## config.mk

```make
export PLATFORM = sky130hd
export DESIGN_NAME = sbox_arbiter_flat
export DESIGN_NICKNAME = d
export VERILOG_FILES = /design/src/rtl/sbox_arbiter_if.sv /design/src/rtl/sbox_arbiter.sv /design/src/flat_wrapper.sv
export SDC_FILE = /design/constraint.sdc
export NUM_CORES = 1
export LEC_CHECK = 0
export ABC_AREA = 1
export ABC_CLOCK_PERIOD_IN_PS = 6500
export CORE_UTILIZATION = 40
export CTS_BUF_LIST = sky130_fd_sc_hd__clkbuf_4
export DETAILED_ROUTE_END_ITERATION = 10
export GPL_ROUTABILITY_DRIVEN = 1
export PLACE_DENSITY = 0.7
export SYNTH_ARGS = -nofsm -noshare
export SYNTH_HDL_FRONTEND = slang
export SYNTH_SLANG_ARGS = --single-unit
```

## constraint.sdc

```tcl
create_clock -name clk -period 6.5 [get_ports clk]
set_input_delay 1.625 -clock clk [delete_from_list [all_inputs] [get_ports clk]]
set_output_delay 1.625 -clock clk [all_outputs]
set_load 0.01 [all_outputs]
```

## src/rtl/sbox_arbiter_if.sv

```systemverilog
`default_nettype none
// ============================================================================
// Module   : sbox_arbiter_if
// Purpose  : Request/response bundle between the DES round engines and the
//            shared S-box arbiter.
// Revision : 1.0  initial release
// ============================================================================
interface sbox_arbiter_if #(
    parameter int TAGW = 4
) ();
    logic [1:0]          req_valid;
    logic [95:0]         req_data;   // {req_data1, req_data0}
    logic [2*TAGW-1:0]   req_tag;    // {req_tag1, req_tag0}
    logic [1:0]          req_ready;
    logic                rsp_valid;
    logic                rsp_ready;
    logic [31:0]         rsp_data;
    logic                rsp_id;
    logic [TAGW-1:0]     rsp_tag;

    modport slave (
        input  req_valid, req_data, req_tag, rsp_ready,
        output req_ready, rsp_valid, rsp_data, rsp_id, rsp_tag
    );

    modport master (
        output req_valid, req_data, req_tag, rsp_ready,
        input  req_ready, rsp_valid, rsp_data, rsp_id, rsp_tag
    );
endinterface
`default_nettype wire

```

## src/rtl/sbox_arbiter.sv

```systemverilog
`default_nettype none
// ============================================================================
// Module   : sbox_arbiter
// Purpose  : Round-robin sharing of eight DES S-box ROMs between two requesters
//            with an in-order, back-pressured response buffer.
// Revision : 1.0  initial release
// ============================================================================
module sbox_arbiter #(
    parameter int DEPTH = 4,
    parameter int TAGW  = 4
) (
    input  wire logic        clk,
    input  wire logic        rstn,
    sbox_arbiter_if.slave    bus,
    output logic [15:0]      o_sbox_row,
    output logic [31:0]      o_sbox_col,
    input  wire logic [31:0] i_sbox_dout
);

    localparam int c_cw = $clog2(DEPTH + 1);
    localparam int c_pw = (DEPTH > 1) ? $clog2(DEPTH) : 1;
    localparam int c_ew = 32 + 1 + TAGW;
    localparam logic [c_cw-1:0] c_depth = c_cw'(DEPTH);
    localparam logic [c_pw-1:0] c_last  = c_pw'(DEPTH - 1);

    // Outstanding lookups: every stage from grant until the response pops.
    logic [c_cw-1:0]  r_cnt;
    logic [c_cw-1:0]  r_occ;
    logic [c_pw-1:0]  r_wptr;
    logic [c_pw-1:0]  r_rptr;
    logic [c_ew-1:0]  r_mem [DEPTH];
    logic             r_ptr;

    logic             r_a_valid;
    logic             r_a_id;
    logic [TAGW-1:0]  r_a_tag;
    logic             r_b_valid;
    logic             r_b_id;
    logic [TAGW-1:0]  r_b_tag;
    logic             r_c_valid;
    logic [31:0]      r_c_data;
    logic             r_c_id;
    logic [TAGW-1:0]  r_c_tag;

    logic             w_rsp_valid;
    logic             w_pop;
    logic             w_room;
    logic [1:0]       w_gnt;
    logic             w_any;
    logic [47:0]      w_req_data;
    logic [TAGW-1:0]  w_req_tag;
    logic [15:0]      w_row;
    logic [31:0]      w_col;
    logic [c_ew-1:0]  w_head;

    assign w_rsp_valid = (r_occ != '0);
    assign w_pop       = w_rsp_valid & bus.rsp_ready;
    // A pop this cycle frees a slot for a grant in the same cycle.
    assign w_room      = rstn & ((r_cnt < c_depth) | w_pop);

    assign w_gnt[0] = w_room & bus.req_valid[0] & (~bus.req_valid[1] | ~r_ptr);
    assign w_gnt[1] = w_room & bus.req_valid[1] & (~bus.req_valid[0] |  r_ptr);
    assign w_any    = |w_gnt;
    assign bus.req_ready = w_gnt;

    assign w_req_data = w_gnt[1] ? bus.req_data[95:48] : bus.req_data[47:0];
    assign w_req_tag  = w_gnt[1] ? bus.req_tag[2*TAGW-1:TAGW] : bus.req_tag[TAGW-1:0];

    genvar k;
    generate
        for (k = 0; k < 8; k++) begin : g_split
            logic [5:0] w_b;
            assign w_b = w_req_data[47-6*k -: 6];
            assign w_row[15-2*k -: 2] = {w_b[5], w_b[0]};
            assign w_col[31-4*k -: 4] = w_b[4:1];
        end
    endgenerate

    // Address, arbitration and lookup pipeline.
    always_ff @(posedge clk) begin
        if (!rstn) begin
            o_sbox_row <= '0;
            o_sbox_col <= '0;
            r_ptr      <= 1'b0;
            r_a_valid  <= 1'b0;
            r_a_id     <= 1'b0;
            r_a_tag    <= '0;
            r_b_valid  <= 1'b0;
            r_b_id     <= 1'b0;
            r_b_tag    <= '0;
            r_c_valid  <= 1'b0;
            r_c_data   <= '0;
            r_c_id     <= 1'b0;
            r_c_tag    <= '0;
        end else begin
            if (w_any) begin
                o_sbox_row <= w_row;
                o_sbox_col <= w_col;
                r_a_id     <= w_gnt[1];
                r_a_tag    <= w_req_tag;
                r_ptr      <= w_gnt[0];
            end
            r_a_valid <= w_any;
            r_b_valid <= r_a_valid;
            r_b_id    <= r_a_id;
            r_b_tag   <= r_a_tag;
            r_c_valid <= r_b_valid;
            if (r_b_valid) begin
                r_c_data <= i_sbox_dout;
                r_c_id   <= r_b_id;
                r_c_tag  <= r_b_tag;
            end
        end
    end

    always_ff @(posedge clk) begin
        if (!rstn) begin
            r_cnt  <= '0;
            r_occ  <= '0;
            r_wptr <= '0;
            r_rptr <= '0;
        end else begin
            r_cnt <= r_cnt + {{(c_cw-1){1'b0}}, w_any} - {{(c_cw-1){1'b0}}, w_pop};
            r_occ <= r_occ + {{(c_cw-1){1'b0}}, r_c_valid} - {{(c_cw-1){1'b0}}, w_pop};
            if (r_c_valid) begin
                r_wptr <= (r_wptr == c_last) ? '0 : r_wptr + 1'b1;
            end
            if (w_pop) begin
                r_rptr <= (r_rptr == c_last) ? '0 : r_rptr + 1'b1;
            end
        end
    end

    always_ff @(posedge clk) begin
        if (r_c_valid) begin
            r_mem[r_wptr] <= {r_c_data, r_c_id, r_c_tag};
        end
    end

    // Storage is not reset, so the head is masked while the buffer is empty.
    assign w_head        = r_mem[r_rptr];
    assign bus.rsp_valid = w_rsp_valid;
    assign bus.rsp_data  = w_rsp_valid ? w_head[c_ew-1 -: 32] : 32'h0;
    assign bus.rsp_id    = w_rsp_valid ? w_head[TAGW] : 1'b0;
    assign bus.rsp_tag   = w_rsp_valid ? w_head[TAGW-1:0] : '0;

endmodule
`default_nettype wire

```

## src/flat_wrapper.sv

```systemverilog
// flat-port wrapper written by rule: the top's interface ports become plain ports
module sbox_arbiter_flat 
#(
    parameter int DEPTH = 4,
    parameter int TAGW  = 4
)
  (clk, rstn, o_sbox_row, o_sbox_col, i_sbox_dout, bus_req_valid, bus_req_data, bus_req_tag, bus_rsp_ready, bus_req_ready, bus_rsp_valid, bus_rsp_data, bus_rsp_id, bus_rsp_tag);
  sbox_arbiter_if #(.TAGW(TAGW)) bus_i ();
  input  wire logic clk;
  input  wire logic rstn;
  output logic [15:0] o_sbox_row;
  output logic [31:0] o_sbox_col;
  input  wire logic [31:0] i_sbox_dout;
  input wire logic [$bits(bus_i.req_valid)-1:0] bus_req_valid;
  input wire logic [$bits(bus_i.req_data)-1:0] bus_req_data;
  input wire logic [$bits(bus_i.req_tag)-1:0] bus_req_tag;
  input wire logic [$bits(bus_i.rsp_ready)-1:0] bus_rsp_ready;
  output wire logic [$bits(bus_i.req_ready)-1:0] bus_req_ready;
  output wire logic [$bits(bus_i.rsp_valid)-1:0] bus_rsp_valid;
  output wire logic [$bits(bus_i.rsp_data)-1:0] bus_rsp_data;
  output wire logic [$bits(bus_i.rsp_id)-1:0] bus_rsp_id;
  output wire logic [$bits(bus_i.rsp_tag)-1:0] bus_rsp_tag;
  assign bus_i.req_valid = bus_req_valid;
  assign bus_i.req_data = bus_req_data;
  assign bus_i.req_tag = bus_req_tag;
  assign bus_i.rsp_ready = bus_rsp_ready;
  assign bus_req_ready = bus_i.req_ready;
  assign bus_rsp_valid = bus_i.rsp_valid;
  assign bus_rsp_data = bus_i.rsp_data;
  assign bus_rsp_id = bus_i.rsp_id;
  assign bus_rsp_tag = bus_i.rsp_tag;
  sbox_arbiter #(.DEPTH(DEPTH), .TAGW(TAGW)) u_core (.clk(clk), .rstn(rstn), .bus(bus_i), .o_sbox_row(o_sbox_row), .o_sbox_col(o_sbox_col), .i_sbox_dout(i_sbox_dout));
endmodule
```

==> results of run 1 <==
-- layer usage --
layer	global-route usage, %	routed length (um)	vias up
li1	-	-	4417
met1	21.5	10800	3778
met2	32.9	12700	298
met3	6.63	2300	37
met4	5.88	320	2
met5	0	12	-
-- sequential cells by signal, summed over array words and instances (netlist names), 2 cells and up, named ones only --
signal and flops:
u_core.r_mem 148, u_core.o_sbox_col 32, u_core.r_c_data 32, u_core.o_sbox_row 16, u_core.r_a_tag 4, u_core.r_b_tag 4
u_core.r_c_tag 4, u_core.r_cnt 3, u_core.r_occ 3, u_core.r_rptr 2, u_core.r_wptr 2
-- cell usage after synthesis, drive strengths merged --
cell type and number:
a21oi 42, edfxtp 148, clkbuf 27, o211ai 1
ha 9, xor2 2, or2 1, nor3 1
nand2 226, nor2 376, dfxtp 111, buf 39
inv 137, o211a 1, fa 2, nand3 3
o21ai 120
-- through the flow --
step / std cells / area, um2 / setup WS, ns
global route: 1867 / 14100 / 1.49
global placement: 1748 / 13300 / 1.61
detailed placement: 1748 / 13300 / 1.61
finish: 1867 / 14100 / 1.61
CTS: 1866 / 14100 / 1.60
floorplan: 1246 / 10900 / 2.44
-- final cells by class --
| type | instances | share of cell area (%) |
|---|---|---|
| Timing Repair Buffer | 233 | 16.4 |
| Clock inverter | 17 | 0.496 |
| Antenna cell | 1 | 0.0177 |
| Multi-Input combinational cell | 784 | 23.9 |
| Sequential cell | 259 | 47.2 |
| Inverter | 137 | 3.64 |
| Tap cell | 335 | 2.97 |
| Clock buffer | 101 | 5.37 |
-- worst max-delay path, stage by stage --
cell             delay, ns
clkdlybuf4s50_1       0.46
inv_1                 0.10
nor2_1                0.04
nor2_1                0.28
nand3_4               0.14
inv_1                 0.08
clkdlybuf4s50_1       0.53
-- power groups by stage --
stage	Clock [W]	Sequential, W	Combinational, W
after floorplan	0	0.00201	0.000814
after global placement	0	0.00201	0.00148
after detailed placement	0	0.00202	0.00150
after CTS	0.00137	0.00199	0.00151
after global routing	0.00146	0.00200	0.00164
final	0.00133	0.00199	0.00149
-- cells by family after synthesis --
family,Yosys count,share of synthesized area [%]
buffers and inverters,203,7.69
XOR/XNOR,2,0.161
AO/OA/AOI/OAI,164,7.68
adder cells (fa/ha/maj),11,1.41
AND/OR/NAND/NOR,607,21.6
flip-flops,259,61.4
-- worst paths after layout --
kind	start	to	slack (ns)	depth (start not counted)
max	bus_req_valid[0]	bus_req_ready[1]	1.61	7
min reg2reg	u_core.r_a_valid$_SDFF_PN0_	u_core.r_b_valid$_SDFF_PN0_	0.42	2
max reg2reg	u_core.r_occ[2]$_SDFF_PN0_	u_core.r_cnt[2]$_SDFF_PN0_	3.95	10
min	u_core.r_a_valid$_SDFF_PN0_	u_core.r_b_valid$_SDFF_PN0_	0.42	2
==> impl_metrics.py, run 1 <==
metrics = {
    "placed_design": {
        "dpl.hpwl_um": 15400,
        "routabilityCongestion": 0.822,
        "io_buffers": 228,
    },
    "critical_path": {
        "path_class": "input pin to primary output",
        "crit_arrival_ns": 3.26,
        "endpoint_kind": "primary output",
        "startpoint_type": "input pin",
        "path_max_fanout": 3,
        "worstPathRequired_ns": 4.88,
    },
    "clock_network": {
        "clock-sinks": 259,
        "post_cts_buffers": 0,
        "clockRootBuffer": "clkbuf_4",
        "cts_hold_buf": 0,
        "clk_latency_ns": 0.63,
        "tritoncts": "done",
        "cts.repair.resized": 0,
        "clk_pin_slew_worst_paths_ns": 0.06,
        "cts_max_path_buffers": 3,
        "h-tree-depth": 3,
        "numCtsBuffers": 67,
    },
    "route": {
        "drc": 0,
        "wl_per_cell_um": 14.0,
        "via_count": 8532,
        "finalWirelength_um": 26100,
        "firstDrtPassIters": 5,
        "ant_nets": 0,
        "viasPerCell": 4.57,
        "drt-initial-drc-count": 444,
    },
    "power": {
        "power_frac_clock_pct": 27.7,
        "combPwrFrac_pct": 31.0,
        "swShare_pct": 32.4,
        "ir_drop_mv": 0.142,
        "internal_power_w": 0.00325,
        "power_w": 0.00480,
        "p_leak_nw": 6.11,
        "pwr-share-seq_pct": 41.4,
        "p_sw_w": 0.00155,
        "power_density_nw_per_um2": 340,
    },
    "synth": {
        "syn_inst": 1246,
        "ys_top_cells_by_area": "edfxtp_1 (41%), dfxtp_1 (20%), nor2_1 (13%), nand2_1 (7.7%), o21ai_0 (5.3%)",
        "postSynthNetCount": 1398,
        "yosys_register_bits": 259,
        "synth_top_area_cell": "edfxtp_1",
        "syn_area_per_cell_um2": 8.71,
        "yosysWarnings": 0,
        "yosysSeqAreaShare_pct": 61.4,
        "synth.distinct_cells": 25,
        "synth_top_area_share_pct": 40.9,
        "syn_area_um2": 10900,
    },
    "die": {
        "num_rows": 59,
        "fp.dieW_um": 167,
        "initial_core_util_pct": 41.2,
        "core_region_area_um2": 26400,
        "die_y_um": 167,
        "io_pins": 229,
        "die-area_um2": 27800,
    },
    "timing": {
        "tns_ns": 0,
        "min_period_ns": 4.89,
        "slew-limit-headroom_pct": 23.2,
        "tightest_slew_ns": 1.15,
        "setup_viol": 0,
        "slew_violations": 0,
        "period_share_pct": 75.2,
        "fmax_ghz": 0.205,
        "hold_ws_ns": 0.417,
        "fin_skew_ns": 0.0400,
        "finalHoldViolCount": 0,
        "rsz0062_at_grt": "no",
    },
    "global_routing": {
        "grt_overflow": 0,
        "grt_pass1_vias": 8155,
        "grt_pass1_wl_um": 41300,
        "grt_use_total_pct": 18.8,
        "grt_max_degree": 108,
        "antenna_found_initial": 2,
    },
    "final_layout": {
        "final_cell_mix": "nor2_1 (365), clkdlybuf4s50_1 (227), nand2_1 (222), edfxtp_1 (148), inv_1 (129)",
        "nFillCells": 2450,
        "mostFrequentLayoutCell": "nor2_1",
        "multi_input_comb_area_um2": 3370,
        "syn_to_final_growth_pct": 30.1,
        "post-route-util_pct": 53.6,
        "drive_gt1_share_pct": 9.34,
        "area.sequential_um2": 6670,
        "fin_nets": 1634,
    },
    "run": {
        "maxCapViolCount": 0,
    },
    "run_status": {
        "status": "completed",
    },
    "worst_hold_path": {
        "hold_class": "register to register",
    },
}
(Power assumes the default switching activity.)
==> run 2: changes to the inputs <==
--- a/config.mk
+++ b/config.mk
@@ -6,7 +6,7 @@
 export NUM_CORES = 1
 export LEC_CHECK = 0
 export ABC_AREA = 1
-export ABC_CLOCK_PERIOD_IN_PS = 6500
+export ABC_CLOCK_PERIOD_IN_PS = 4500
 export CORE_UTILIZATION = 40
 export CTS_BUF_LIST = sky130_fd_sc_hd__clkbuf_4
 export DETAILED_ROUTE_END_ITERATION = 10
==> constraint.sdc (replaced) <==
create_clock -name clk -period 4.5 [get_ports clk]
set_input_delay 1.125 -clock clk [delete_from_list [all_inputs] [get_ports clk]]
set_output_delay 1.125 -clock clk [all_outputs]
set_load 0.01 [all_outputs]
==> impl_metrics.py, run 2 (same netlist as run 1, synthesis figures left out) <==
metrics = {
    "run_status": {
        "status": "completed",
    },
    "clock_network": {
        "clk_latency_ns": 0.63,
        "post_cts_buffers": 0,
        "clock-sinks": 259,
        "tritoncts": "done",
        "numCtsBuffers": 69,
        "cts_max_path_buffers": 3,
        "h-tree-depth": 3,
        "clockRootBuffer": "clkbuf_4",
        "cts_hold_buf": 0,
        "cts.repair.resized": 0,
        "clk_pin_slew_worst_paths_ns": 0.06,
    },
    "power": {
        "power_density_nw_per_um2": 498,
        "p_leak_nw": 6.15,
        "ir_drop_mv": 0.252,
    },
    "final_layout": {
        "largest_reg_flops": 148,
        "final_cell_mix": "nor2_1 (365), clkdlybuf4s50_1 (227), nand2_1 (222), edfxtp_1 (148), inv_1 (129)",
        "syn_to_final_growth_pct": 30.9,
        "mostFrequentLayoutCell": "nor2_1",
        "post-route-util_pct": 53.9,
        "largestRegisters": "u_core.r_mem (148), u_core.o_sbox_col (32), u_core.r_c_data (32)",
        "fin_nets": 1639,
        "drive_gt1_share_pct": 9.42,
        "fin_cells": 1876,
        "regMostFlops": "u_core.r_mem",
    },
    "global_routing": {
        "grt_pass1_vias": 8388,
        "grt_pass1_wl_um": 41500,
        "antenna_found_initial": 2,
        "grt_max_degree": 108,
        "grt_use_total_pct": 19.1,
        "grt_overflow": 0,
    },
    "route": {
        "via_count": 8578,
        "ant_nets": 0,
        "viasPerCell": 4.57,
        "drc": 0,
        "wl_per_cell_um": 14.0,
        "finalWirelength_um": 26300,
        "firstDrtPassIters": 5,
        "drt-initial-drc-count": 378,
    },
    "critical_path": {
        "rr_startpoint": "u_core.r_occ[1]$_SDFF_PN0_",
        "path_class": "register to primary output",
        "path_max_fanout": 57,
        "rrSetupSlack_ns": 2.35,
        "endpoint_kind": "primary output",
        "startpoint_type": "register",
        "worstReg2RegEnd": "u_core.r_cnt[2]$_SDFF_PN0_",
        "crit_arrival_ns": 2.78,
        "ff2ff_path_depth": 10,
        "worstPathRequired_ns": 3.38,
    },
    "worst_hold_path": {
        "hold_class": "register to register",
        "hold-path-endpoint": "u_core.r_b_tag[2]$_SDFF_PN0_",
        "hold_depth": 2,
        "min_from": "u_core.r_a_tag[2]$_SDFFE_PN0N_",
    },
    "placed_design": {
        "dpl.hpwl_um": 15900,
        "io_buffers": 228,
        "routabilityCongestion": 0.803,
        "dp_cells": 1751,
    },
    "timing": {
        "period_share_pct": 86.7,
        "finalHoldViolCount": 0,
        "rsz0062_at_grt": "no",
        "fin_skew_ns": 0.0391,
        "min_period_ns": 3.90,
        "setup_viol": 0,
        "hold_ws_ns": 0.424,
        "tns_ns": 0,
        "slew_violations": 0,
        "tightest_slew_ns": 1.05,
        "slew-limit-headroom_pct": 29.9,
        "fmax_ghz": 0.256,
    },
    "die": {
        "io_pins": 229,
        "die_y_um": 167,
        "die-area_um2": 27800,
        "initial_core_util_pct": 41.2,
        "num_rows": 59,
        "core_region_area_um2": 26400,
        "fp.dieW_um": 167,
    },
    "run": {
        "maxCapViolCount": 0,
    },
}
run 2: cell count changes in the layout (fill, tap and decap cells not counted), sizes merged:
cell and delta:
buf +3, bufinv +2, clkbuf -1, clkinv +8, clkinvlp -1, inv -2
run 2: critical path, cell delays in order (launching register included):
cell and delay, ns:
dfxtp_2 0.34, inv_2 0.62, buf_4 0.34, o21ai_0 0.12, a21oi_1 0.15, clkdlybuf4s50_1 0.56
run 2: metal layers:
| metal | vias to the layer above | GRT usage (%) | routed length (um) |
|---|---|---|---|
| met4 | 2 | 7.97 | 541 |
| met2 | 303 | 32.4 | 12400 |
| met1 | 3792 | 21.7 | 10800 |
| li1 | 4441 | - | - |
| met5 | - | 0 | 12 |
| met3 | 40 | 6.92 | 2520 |
run 2: per-stage QoR:
step	worst slack, ns	instance area, um2	power, W
2_1_floorplan	1.44	10900	0.00408
3_3_place_gp	0.607	13300	0.00506
3_5_place_dp	0.599	13300	0.00510
4_1_cts	0.498	14200	0.00719
5_1_grt	0.349	14200	0.00755
6_report	0.599	14200	0.00708
run 2: worst max-delay path by stage:
stage | start | endpoint | slack [ns] | cells after the start
4_1_cts | register | bus_rsp_data[5] | 0.50 | 5
5_1_grt | register | bus_rsp_data[18] | 0.35 | 5
3_5_place_dp | bus_req_valid[0] | bus_req_ready[1] | 0.60 | 7
6_report | register | bus_rsp_data[9] | 0.60 | 5
2_1_floorplan | bus_req_valid[0] | bus_req_ready[1] | 1.44 | 8
3_3_place_gp | bus_req_valid[0] | bus_req_ready[1] | 0.61 | 7
run 2: power breakdown:
part	internal, W	total, W	leakage [nW]	switching [W]
sequential	0.00273	0.00287	2.28	0.000142
clock	0.00114	0.00205	0.535	0.000908
combinational	0.000947	0.00216	3.33	0.00121
total	0.00482	0.00708	6.15	0.00226
run 2: final cells by class:
cell class / count / area [um2]
Clock buffer: 100 / 751
Timing Repair Buffer: 236 / 2340
Sequential cell: 259 / 6670
Inverter: 137 / 514
Clock inverter: 24 / 146
Antenna cell: 1 / 2.50
Multi-Input combinational cell: 784 / 3370
Fill cell: 2449 / 12100
Tap cell: 335 / 419
==> edit, RTL diff (settings of run 2) <==
`DEPTH` is set to 4 in 2 places; all go to 2.
--- a/src/rtl/sbox_arbiter.sv
+++ b/src/rtl/sbox_arbiter.sv
@@ -8,3 +8,3 @@
 module sbox_arbiter #(
-    parameter int DEPTH = 4,
+    parameter int DEPTH = 2,
     parameter int TAGW  = 4
--- a/src/flat_wrapper.sv
+++ b/src/flat_wrapper.sv
@@ -3,3 +3,3 @@
 #(
-    parameter int DEPTH = 4,
+    parameter int DEPTH = 2,
     parameter int TAGW  = 4
Behaviour: not the same (Yosys sat finds a counterexample within 4 cycles, from zero or initial values and one cycle with rstn low).
==> edit against run 2 <==
- core utilization up 1.1 points
- global-route usage up 0.31 points
- worst setup slack better by 220 ps
- cell area shrank 28%
- final cell count shrank 27%
- combinational power is 24% lower
- die area shrank 30%
- synthesized area down 30%
- total power decreased by 36%
- wire length shrank 31%
- clock skew shrank 11 ps
- sequential cell count is 79 lower
==> edit: results (changes against run 2) <==
Run status
  – Status: finished, final reports clean

Setup path
  – RR Endpoint: u_core.o_sbox_col[31]
  – Critical Path End: bus_req_ready[0]
  – Highest-delay cell along the critical path: clkdlybuf4s50_1
  – Launching point of the worst reg2reg path: u_core.r_occ[0]
  – Reg2Reg Depth: 8 (-2)
  – CP max FO: 2 (-96%)
  – Setup crit start kind: input pin

Placed design
  – GPL Wtd Cong: 0.777 (-3.2%)

Yosys
  – Top FF cell, synth: dfxtp_1
  – Main area contributors after synthesis: edfxtp_1 29%, dfxtp_1 28%, nand2_1 12%, nor2_1 11%, nand3b_1 4.7%

Global route
  – Largest net degree at the start of global routing: 113 (+4.6%)
  – M1 GR Usage: 22.2% (+0.48 points)
  – Total Routing Usage GR: 19.4% (+0.31 points)
  – Met2 GRT Util: 33.9% (+1.6 points)
  – Routing usage on met3: 6.64% (-0.27 points)

STA
  – Relative slew slack: 26.6% (-3.2 points)

Pwr
  – Pleak: 0.00451 uW (-27%)
  – P_clk: 850 uW (-59%)

Clock tree
  – H-tree levels: 4 (+1)
  – Clk buf depth: 2 (-1)
  – Total CTS buffers: 17 (-75%)
  – Clk_lat worst skew: 550 ps (-80 ps)

Detailed routing
  – DR iter-0 viols: 251 (-34%)
  – Met1 WL: 7580 um (-30%)
  – Wire length on met2: 8760 um (-29%)
  – WL per Instance: 13.2 um (-6.0%)
  – Max layer used: met4
edit: area by class of cell:
class,count,area [um2]
Multi-Input combinational cell,618,2700
Tap cell,234,293
Sequential cell,180,4340
Clock inverter,14,141
Inverter,77,289
Fill cell,1775,8390
Clock buffer,17,128
Timing Repair Buffer,238,2350
edit: cell families after synthesis:
kind of cell | after synthesis | synth area share, %
AO/OA/AOI/OAI | 88 | 5.79
buffers and inverters | 134 | 7.47
flip-flops | 180 | 57.2
XOR/XNOR | 2 | 0.230
adder cells (fa/ha/maj) | 4 | 0.658
AND/OR/NAND/NOR | 524 | 28.7
edit: metrics by stage:
stage          worst slack [ps]  cell area, um2  std cells  total power (uW)  utilization [%]
2_1_floorplan              1540            7600        932              2950                -
3_3_place_gp                792            9980       1347              3710             53.6
3_5_place_dp                779            9980       1347              3730             53.6
4_1_cts                     778           10300       1378              4590             55.0
5_1_grt                     615           10300       1378              4850             55.0
6_report                    821           10300       1378              4530             55.0
